**src/rtl/song_sequencer.sv**
```systemverilog
// Song playback sequencer: latches a song code, walks its note table
// one beat per note and flags completion back to the menu FSM.
module song_sequencer #(
  parameter int BEAT_CYCLES = 12_500_000,
  parameter int GAP_CYCLES  = 1_250_000,
  parameter int MAX_LEN     = 16
) (
  input  logic       clk,
  input  logic       rst,
  input  logic [1:0] song_confirm,
  input  logic [1:0] state,
  output logic [3:0] note,
  output logic       note_valid,
  output logic [4:0] note_idx,
  output logic       playing,
  output logic       finish
);

  localparam int CW = (BEAT_CYCLES > 1) ? $clog2(BEAT_CYCLES) : 1;
  localparam logic [CW-1:0] BEAT_LAST = CW'(BEAT_CYCLES - 1);
  localparam logic [CW-1:0] SOUND_END = CW'(BEAT_CYCLES - GAP_CYCLES);
  localparam logic [4:0] IDX_LAST = 5'(MAX_LEN - 1);

  // Entry i lives in bits [4*i +: 4]; 4'hF marks end of song.
  localparam logic [63:0] SONG1 = 64'hFFFF_FFFF_8765_4321;
  localparam logic [63:0] SONG2 = 64'hFFFF_3344_0566_5511;
  localparam logic [63:0] SONG3 = 64'h0553_0222_0333_2123;

  typedef enum logic [1:0] {IDLE, RUN, DONE} fsm_t;

  fsm_t          fsm;
  logic [1:0]    song;
  logic          started;
  logic [CW-1:0] beat_cnt;
  logic [4:0]    nxt_idx;
  logic [3:0]    nxt_note;
  logic          last;
  logic [3:0]    first_note;

  function automatic logic [3:0] tbl(input logic [1:0] s,
                                     input logic [4:0] i);
    logic [63:0] w;
    case (s)
      2'd1:    w = SONG1;
      2'd2:    w = SONG2;
      2'd3:    w = SONG3;
      default: w = '1;
    endcase
    return w[i[3:0]*4 +: 4];
  endfunction

  always_comb begin
    nxt_idx    = note_idx + 5'd1;
    nxt_note   = tbl(song, nxt_idx);
    last       = (nxt_note == 4'hF) || (note_idx == IDX_LAST);
    first_note = tbl(song_confirm, 5'd0);
  end

  always_ff @(posedge clk) begin
    if (rst) begin
      fsm        <= IDLE;
      song       <= 2'd0;
      started    <= 1'b0;
      beat_cnt   <= '0;
      note       <= 4'd0;
      note_valid <= 1'b0;
      note_idx   <= 5'd0;
      playing    <= 1'b0;
      finish     <= 1'b0;
    end else begin
      unique case (fsm)
        IDLE: begin
          if (song_confirm != 2'd0) begin
            fsm        <= RUN;
            song       <= song_confirm;
            started    <= 1'b0;
            beat_cnt   <= '0;
            note_idx   <= 5'd0;
            note       <= first_note;
            note_valid <= (first_note != 4'd0);
            playing    <= 1'b1;
          end
        end
        RUN: begin
          // Menu FSM lags one cycle entering PLAY, hence the started gate.
          if (started && state != 2'd2) begin
            fsm        <= IDLE;
            started    <= 1'b0;
            beat_cnt   <= '0;
            note       <= 4'd0;
            note_valid <= 1'b0;
            note_idx   <= 5'd0;
            playing    <= 1'b0;
            finish     <= 1'b0;
          end else begin
            started <= 1'b1;
            if (beat_cnt == BEAT_LAST) begin
              beat_cnt <= '0;
              if (last) begin
                fsm        <= DONE;
                started    <= 1'b0;
                note       <= 4'd0;
                note_valid <= 1'b0;
                playing    <= 1'b0;
                finish     <= 1'b1;
              end else begin
                note_idx   <= nxt_idx;
                note       <= nxt_note;
                note_valid <= (nxt_note != 4'd0);
              end
            end else begin
              beat_cnt   <= beat_cnt + 1'b1;
              note_valid <= (note != 4'd0) &&
                            ((beat_cnt + 1'b1) < SOUND_END);
            end
          end
        end
        DONE: begin
          if (state == 2'd3 || state == 2'd0) begin
            fsm    <= IDLE;
            finish <= 1'b0;
          end
        end
        default: fsm <= IDLE;
      endcase
    end
  end

endmodule
```
**config.mk**
```make
export PLATFORM = sky130hd
export DESIGN_NAME = song_sequencer
export DESIGN_NICKNAME = d
export VERILOG_FILES = /design/src/rtl/song_sequencer.sv
export SDC_FILE = /design/constraint.sdc
export NUM_CORES = 1
export LEC_CHECK = 0
export BUFFER_PORTS_ARGS = -buffer_cell sky130_fd_sc_hd__buf_2
export CAP_MARGIN = 5
export CORE_ASPECT_RATIO = 0.8
export CORE_MARGIN = 2
export CORE_UTILIZATION = 25
export DETAILED_ROUTE_END_ITERATION = 8
export PLACE_DENSITY_LB_ADDON = 0.25
export SETUP_SLACK_MARGIN = 0.2
export SYNTH_ARGS = -nofsm -noshare
export SYNTH_HDL_FRONTEND = slang
export SYNTH_SLANG_ARGS = --single-unit
```
**constraint.sdc**
```tcl
create_clock -name clk -period 2.3 [get_ports clk]
set_input_delay 0.46 -clock clk [delete_from_list [all_inputs] [get_ports clk]]
set_output_delay 0.46 -clock clk [all_outputs]
set_load 0.02 [all_outputs]
```
==> summary.md, run 1 <==
| Metric | Value |
|---|---|
| PortBufs | `17` |
| Leakage | `about 1.6 nW` |
| Status | `finished clean` |
| Worst-Skew Late Latency | `approximately 290 ps` |
| Placed insts | `600` |
| DRC | `0` |
| Area grow syn2layout | `40.10%` |
| Gate power share | `0.377` |
| Cells along the critical path | `ha_4 -> xor2_4 -> buf_4 -> nand3_1 -> a32oi_2 -> mux2i_4 -> o31a_4 -> buf_6 -> nand3_2 -> a21oi_1` |
| Endpoints failing hold | `0` |
| Worst-path maximum fanout | `8` |
| Slowest cell on the critical path | `o31a_4` |
| Commonest cells in the netlist | `dfxtp_1, nand2_1, a21oi_1` |
| WL/cell | `roughly 16 µm` |
| Htree depth | `2` |
| HP Class | `input port to flop` |
| Least-Margin Pin Slew | `around 450 ps` |
| Iter 0 DRT Violations | `about 190` |
| Synth cell types | `70` |
| Switch share | `0.3520` |
| Worst EP required | `2480 ps` |
| Die Footprint | `13320 µm²` |
| Cell count after synthesis | `just over 400` |
| Final ANT Viol Nets | `0` |
| Dpl hpwl | `6922 µm` |
| Antenna fix cells | `0` |
| Seq pwr share | `0.318` |
| Part of the power in the clock network | `0.305` |
| Pin count of the biggest net entering global routing | `36` |
| Mapped Avg Cell Area | `7.659 µm²` |
| CP endpoint kind | `flop` |
| Sequential fraction of the synthesis area | `0.2646` |
| Longest Clk Path Bufs | `2` |
| Yosys warning total | `0` |
| Initial antenna violation count | `0` |
| Switch Pwr | `879.8 µW` |
| Via count | `about 3300` |
| Reg clk slew, reported paths | `60 ps` |
| Vias/cell | `around 5.3` |
| Worst setup SP type | `flop` |
| Cell with the most instances after synthesis | `dfxtp_1` |
| Share of cells above drive strength 1 | `0.3397` |
| Initial core utilization | `0.2550` |
| Critical Path AT | `roughly 2500 ps` |
| CTS tree | `built` |
| Site Rows | `36` |
| Crit path max-delay family | `compound AO/OA/AOI/OAI gates` |
| 1st-pass router iterations | `5` |
| Ys async rst share | `0` |
| Io pins | `18` |
| Routed wire length | `10130 µm` |
| Top-area cell type share of the netlist area | `0.2646` |
| FF+latch count, synth | `between 40 and 50` |
| Post-route minimum period | `between 2000 and 2500 ps` |
| Die W | `128.5 µm` |
| Nets@finish | `~500` |
| R2r setup slk | `30 ps` |
| Core area | `about 12000 µm²` |
| Total GRT Usage | `0.1467` |
| Cell Int Power | `roughly 1.6 mW` |
| Root Driver | `clkbuf_16` |
| GPL Wtd Cong | `about 0.83` |
| Cts-stage hold buffer count | `0` |
| Max VDD drop | `0.3286 mV` |
| RSZ-0062 raised after global routing | `yes` |
| Number of synthesized flops with an enable pin | `0` |
| Critical path class | `flop to flop` |
| Clk sinks | `41` |
| Final Util | `0.3573` |
| PwrDens | `575.3 nW/µm²` |
| Maxcap violations | `0` |
| Fmax | `440.0 MHz` |
| Syn nets | `422` |
| Vias in the first global route | `approximately 3000` |
| Buf/Inv on CP | `2` |
| Area leader, netlist | `dfxtp_1` |
| Setup Viol. Count Final | `0` |
| Total CTS buffers | `5` |
| Worst Skew | `between 4 and 5 ps` |
| First-pass GRT wire length | `~16000 µm` |
| Crit-path max cell delay | `between 400 and 500 ps` |
| Die height | `103.6 µm` |
| Final period utilization | `0.9882` |
| Slew HR | `0.7032` |
| Non-filler cells, final | `approximately 620` |
| Cell Area, Synth | `between 3000 and 4000 µm²` |
| Most used DFF post-synth | `dfxtp_1` |
| Final slew viol count | `0` |
| Largest cells by area after synthesis | `dfxtp_1, a21oi_1, nand2_1` |
| Remaining global-route overflow | `0` |
placed cells by master (no fill, tap or decap), types with 4 or more instances in the layout:
cell type / synthesis / final
dfxtp_1: 41 / 34
nor3_1: 11 / 7
o21ai_0: 27 / 11
buf_4: 1 / 58
and2_1: 7 / 6
xnor2_1: 7 / 6
clkbuf_16: 0 / 7
buf_2: 8 / 17
a211oi_2: 0 / 4
nand2b_1: 5 / 5
nor2_1: 30 / 29
mux2i_1: 8 / 8
inv_1: 18 / 17
a21oi_1: 36 / 35
nand2_1: 38 / 38
buf_6: 2 / 5
or3_1: 7 / 7
a31oi_1: 8 / 7
dfxtp_2: 0 / 5
o22ai_1: 4 / 4
o21ai_1: 1 / 12
nand4_1: 13 / 13
nor2b_1: 5 / 4
nand3_1: 18 / 16
nand4b_1: 5 / 5
ha_1: 11 / 8
power by group through the flow:
stage	logic [mW]	registers, mW	clock network [mW]
floorplan	0.424	0.835	0
global placement	0.713	0.809	0
detailed placement	0.715	0.810	0
CTS	0.824	0.795	0.783
global route	1.01	0.801	0.804
finish	0.941	0.795	0.763
sequential cells by signal, summed over array words and instances (netlist names):
register	cells
finish	1
started	1
song	2
playing	1
note	4
note_idx	5
fsm	2
note_valid	1
beat_cnt	24
cell families after synthesis:
family | after synthesis | synth area share
muxes | 9 | 0.03308
xor gates and xnor gates | 12 | 0.04841
DFF | 41 | 0.2646
and+or+nand+nor | 167 | 0.2929
AOI/OAI and AO/OA | 119 | 0.2513
adders and majority gates | 11 | 0.04437
buffers and inverters | 46 | 0.06534
worst paths after layout:
| check | startpoint | cells after the start | to |
|---|---|---|---|
| max | note_idx[0] | 10 | playing |
| min | song_confirm[0] | 3 | song[0] |
| max reg2reg | note_idx[0] | 10 | playing |
| min reg2reg | started | 2 | started |
worst reg2reg max path: stages (launching register included):
cell and delay (ps):
dfxtp_4 370, ha_4 210, xor2_4 230, buf_4 160, nand3_1 90, a32oi_2 280
mux2i_4 120, o31a_4 420, buf_6 150, nand3_2 70, a21oi_1 60
area by class of cell:
type,instances,area (µm²)
well taps,152,190.2
clock buffers,7,152.6
inverters,19,76.32
fillers,1258,7816
flip-flops and latches,41,834.6
multi-input cells,318,2400
repair buffers,85,686.9
clock inverters,1,5.005
repair_timing:
action	CTS	global route
pin swaps	23	16
setup buffers	5	8
gates cloned	0	2
gates resized for setup	29	55
setup endpoints to repair	17	31
hold endpoints to repair	0	0
layer usage:
metal	GRT usage	part of all wire	vias to the layer above
li1	-	-	1629
met3	0.02066	0.044	10
met1	0.2235	0.51	1599
met5	0	0	-
met2	0.2116	0.44	78
met4	0.04425	0.012	0
metrics by stage:
| step | power [mW] | hold slack [ps] | setup TNS [ps] | cell area, µm² | setup slack, ps |
|---|---|---|---|---|---|
| after floorplan | 1.259 | 434.5 | 0 | 3139 | 94.60 |
| after global placement | 1.522 | 467.1 | -44.60 | 3714 | -27.47 |
| after detailed placement | 1.525 | 451.8 | -199.8 | 3714 | -93.30 |
| after CTS | 2.403 | 420.8 | 0 | 4048 | 31.23 |
| after global routing | 2.616 | 421.9 | -537.3 | 4345 | -73.37 |
| final | 2.500 | 422.3 | 0 | 4345 | 27.07 |
Power figures use the tool's default switching activity.
==> inputs of run 2 (changes only) <==
--- a/config.mk
+++ b/config.mk
@@ -7,10 +7,10 @@
 export LEC_CHECK = 0
 export BUFFER_PORTS_ARGS = -buffer_cell sky130_fd_sc_hd__buf_2
 export CAP_MARGIN = 5
-export CORE_ASPECT_RATIO = 0.8
 export CORE_MARGIN = 2
 export CORE_UTILIZATION = 25
 export DETAILED_ROUTE_END_ITERATION = 8
+export HOLD_SLACK_MARGIN = 0.03
 export PLACE_DENSITY_LB_ADDON = 0.25
 export SETUP_SLACK_MARGIN = 0.2
 export SYNTH_ARGS = -nofsm -noshare
==> summary.md, run 2 (same netlist as run 1, synthesis figures left out) <==
| Metric | Value |
|---|---|
| 1st-pass router iterations | `4 (was 5)` |
| Placed insts | `620 (was 600)` |
| Nets@finish | `487 (unchanged)` |
| Placed standard-cell area | `3739 µm² (was 3714 µm²)` |
| Final ANT Viol Nets | `0 (unchanged)` |
| Site Rows | `40 (was 36)` |
| Leading registers by flop count | `beat_cnt x24, note_idx x5, note x4 (unchanged)` |
| Vias in the first global route | `3181 (was 3087)` |
| Switch share | `0.3612 (was 0.3520)` |
| Slew HR | `0.6836 (was 0.7032)` |
| PortBufs | `17 (unchanged)` |
| Iter 0 DRT Violations | `216 (was 191)` |
| Area grow syn2layout | `37.19% (was 40.10%)` |
| Endpoints failing hold | `0 (unchanged)` |
| Share of cells above drive strength 1 | `0.3163 (was 0.3397)` |
| Pin count of the biggest net entering global routing | `24 (was 36)` |
| Critical path class | `flop to flop (unchanged)` |
| Die W | `115.4 µm (was 128.5 µm)` |
| Setup Viol. Count Final | `0 (unchanged)` |
| Switch Pwr | `861.7 µW (was 879.8 µW)` |
| WL/cell | `15.58 µm (was 16.25 µm)` |
| Antenna fix cells | `0 (unchanged)` |
| Max FFs per register | `24 (unchanged)` |
| # fillers | `1245 (was 1258)` |
| Root Driver | `clkbuf_16 (unchanged)` |
| Maxcap violations | `0 (unchanged)` |
| Total CTS buffers | `5 (unchanged)` |
| Initial core utilization | `0.2572 (was 0.2550)` |
| Longest Clk Path Bufs | `2 (unchanged)` |
| Status | `finished clean (unchanged)` |
| Io pins | `18 (unchanged)` |
| RSZ-0062 raised after global routing | `yes (unchanged)` |
| Vias/cell | `5.138 (was 5.323)` |
| Core area | `12060 µm² (was 12160 µm²)` |
| Via count | `3283 (was 3316)` |
| Final period utilization | `0.9991 (was 0.9882)` |
| Htree depth | `2 (unchanged)` |
| CP endpoint kind | `flop (unchanged)` |
| Fin area | `4255 µm² (was 4345 µm²)` |
| Commonest non-fill, non-tap cell in the layout | `buf_4 (unchanged)` |
| Max VDD drop | `0.2483 mV (was 0.3286 mV)` |
| CTS tree | `built (unchanged)` |
| Initial antenna violation count | `0 (unchanged)` |
| Worst-Skew Late Latency | `290 ps (about the same)` |
| Cell Int Power | `1.524 mW (was 1.620 mW)` |
| Clk sinks | `41 (unchanged)` |
| Most frequent cells in the layout | `buf_4, nand2_1, a21oi_1, dfxtp_1, nor2_1 (was buf_4, nand2_1, a21oi_1)` |
| Die height | `115.4 µm (was 103.6 µm)` |
| Fmax | `435.2 MHz (was 440.0 MHz)` |
| Hold Slack | `424.1 ps (was 422.3 ps)` |
| HP Class | `input port to flop (unchanged)` |
| Non-filler cells, final | `639 (was 623)` |
| Total Power | `2.386 mW (was 2.500 mW)` |
| Crit-path max cell delay | `440 ps (was 420 ps)` |
| Routed wire length | `9958 µm (was 10130 µm)` |
| Cells along the critical path | `ha_4 -> xor2_4 -> buf_12 -> nor3_4 -> a211o_1 -> o2bb2ai_4 -> o31a_4 -> buf_6 -> nor2_4 -> a21o_1 (was ha_4 -> xor2_4 -> buf_4 -> nand3_1 -> a32oi_2 -> mux2i_4 -> o31a_4 -> buf_6 -> nand3_2 -> a21oi_1)` |
| Buf/Inv on CP | `2 (unchanged)` |
| Leakage | `1.540 nW (was 1.586 nW)` |
| Part of the power in the clock network | `0.292 (was 0.305)` |
| Worst-path maximum fanout | `8 (unchanged)` |
| Critical Path AT | `2530 ps (was 2450 ps)` |
| Least-Margin Pin Slew | `468.4 ps (was 445.2 ps)` |
| GPL Wtd Cong | `0.8378 (was 0.8338)` |
| Worst setup SP type | `flop (unchanged)` |
| Seq pwr share | `0.332 (was 0.318)` |
| Slowest cell on the critical path | `o31a_4 (unchanged)` |
| PwrDens | `560.7 nW/µm² (was 575.3 nW/µm²)` |
| Final slew viol count | `0 (unchanged)` |
| Reg clk slew, reported paths | `60 ps (about the same)` |
| First-pass GRT wire length | `15990 µm (was 15860 µm)` |
| Crit path max-delay family | `compound AO/OA/AOI/OAI gates (unchanged)` |
| Die Footprint | `13310 µm² (was 13320 µm²)` |
| Biggest register | `beat_cnt (unchanged)` |
| Worst EP required | `2530 ps (was 2480 ps)` |
| Dpl hpwl | `6989 µm (was 6922 µm)` |
| DRC | `0 (unchanged)` |
| Remaining global-route overflow | `0 (unchanged)` |
| Post-route minimum period | `2298 ps (was 2273 ps)` |
| Gate power share | `0.376 (was 0.377)` |
| Worst Skew | `11.22 ps (was 4.088 ps)` |
| Total GRT Usage | `0.1499 (was 0.1467)` |
run 2: changes by cell type in the layout (fill, tap and decap cells not counted), sizes merged:
cell    delta
clkbuf     -4
buf        +2
clkinv     +2
run 2: area by class of cell:
cell class / count / area (µm²) / area share
sequential: 41 / 840.8 / 0.1976
inverter: 19 / 78.83 / 0.01852
clock buffer: 5 / 125.1 / 0.02940
clock inverter: 3 / 17.52 / 0.004116
multi-input combinational: 318 / 2347 / 0.5516
tap: 168 / 210.2 / 0.04940
timing repair buffer: 85 / 635.6 / 0.1494
run 2: routing by layer:
layer  GRT usage  routed length (µm)  vias to the layer above
li1            -                   -                     1635
met1      0.2008                4713                     1570
met2      0.2499                4851                       66
met3     0.02583                 315                       12
met4     0.03695                  78                        0
met5           0                   0                        -
run 2: final timing paths:
kind	from	endpoint	slack (ps)	depth (start not counted)
max reg2reg	note_idx[0]	fsm[1]	2	10
min	song_confirm[0]	song[0]	420	3
min reg2reg	started	started	470	2
max	note_idx[0]	fsm[1]	2	10
run 2: repair_timing:
| item | in CTS | in global routing |
|---|---|---|
| endpoints found under the setup margin | 15 | 26 |
| gates resized for setup | 23 | 44 |
| hold buffers | 0 | 0 |
| setup buffers | 5 | 6 |
| pin swaps | 12 | 11 |
| hold endpoints to repair | 0 | 0 |
run 2: worst register-to-register path: cells and delay by family, from the launching register on:
kind            cells  cell delay [ps]
buf+inv             2              310
flops               1              360
simple gates        2              110
xor+xnor            1              200
compound gates      4             1050
fa+ha+maj           1              210
run 2: metrics by stage:
| stage | setup TNS (ps) | utilization | worst slack (ps) |
|---|---|---|---|
| after global placement | -201.1 | 0.3100 | -71.13 |
| after detailed placement | -244.9 | 0.3100 | -85.40 |
| final | 0 | 0.3528 | 2.122 |
| after global routing | -469.3 | 0.3528 | -54.88 |
| after floorplan | 0 | - | 94.60 |
| after CTS | 0 | 0.3317 | 38.86 |
run 2: power groups by stage:
stage	logic (mW)	clock network (mW)	registers [mW]
after CTS	0.775	0.707	0.785
after floorplan	0.424	0	0.835
after global placement	0.715	0	0.798
after detailed placement	0.716	0	0.800
after global routing	0.970	0.752	0.796
final	0.897	0.697	0.791
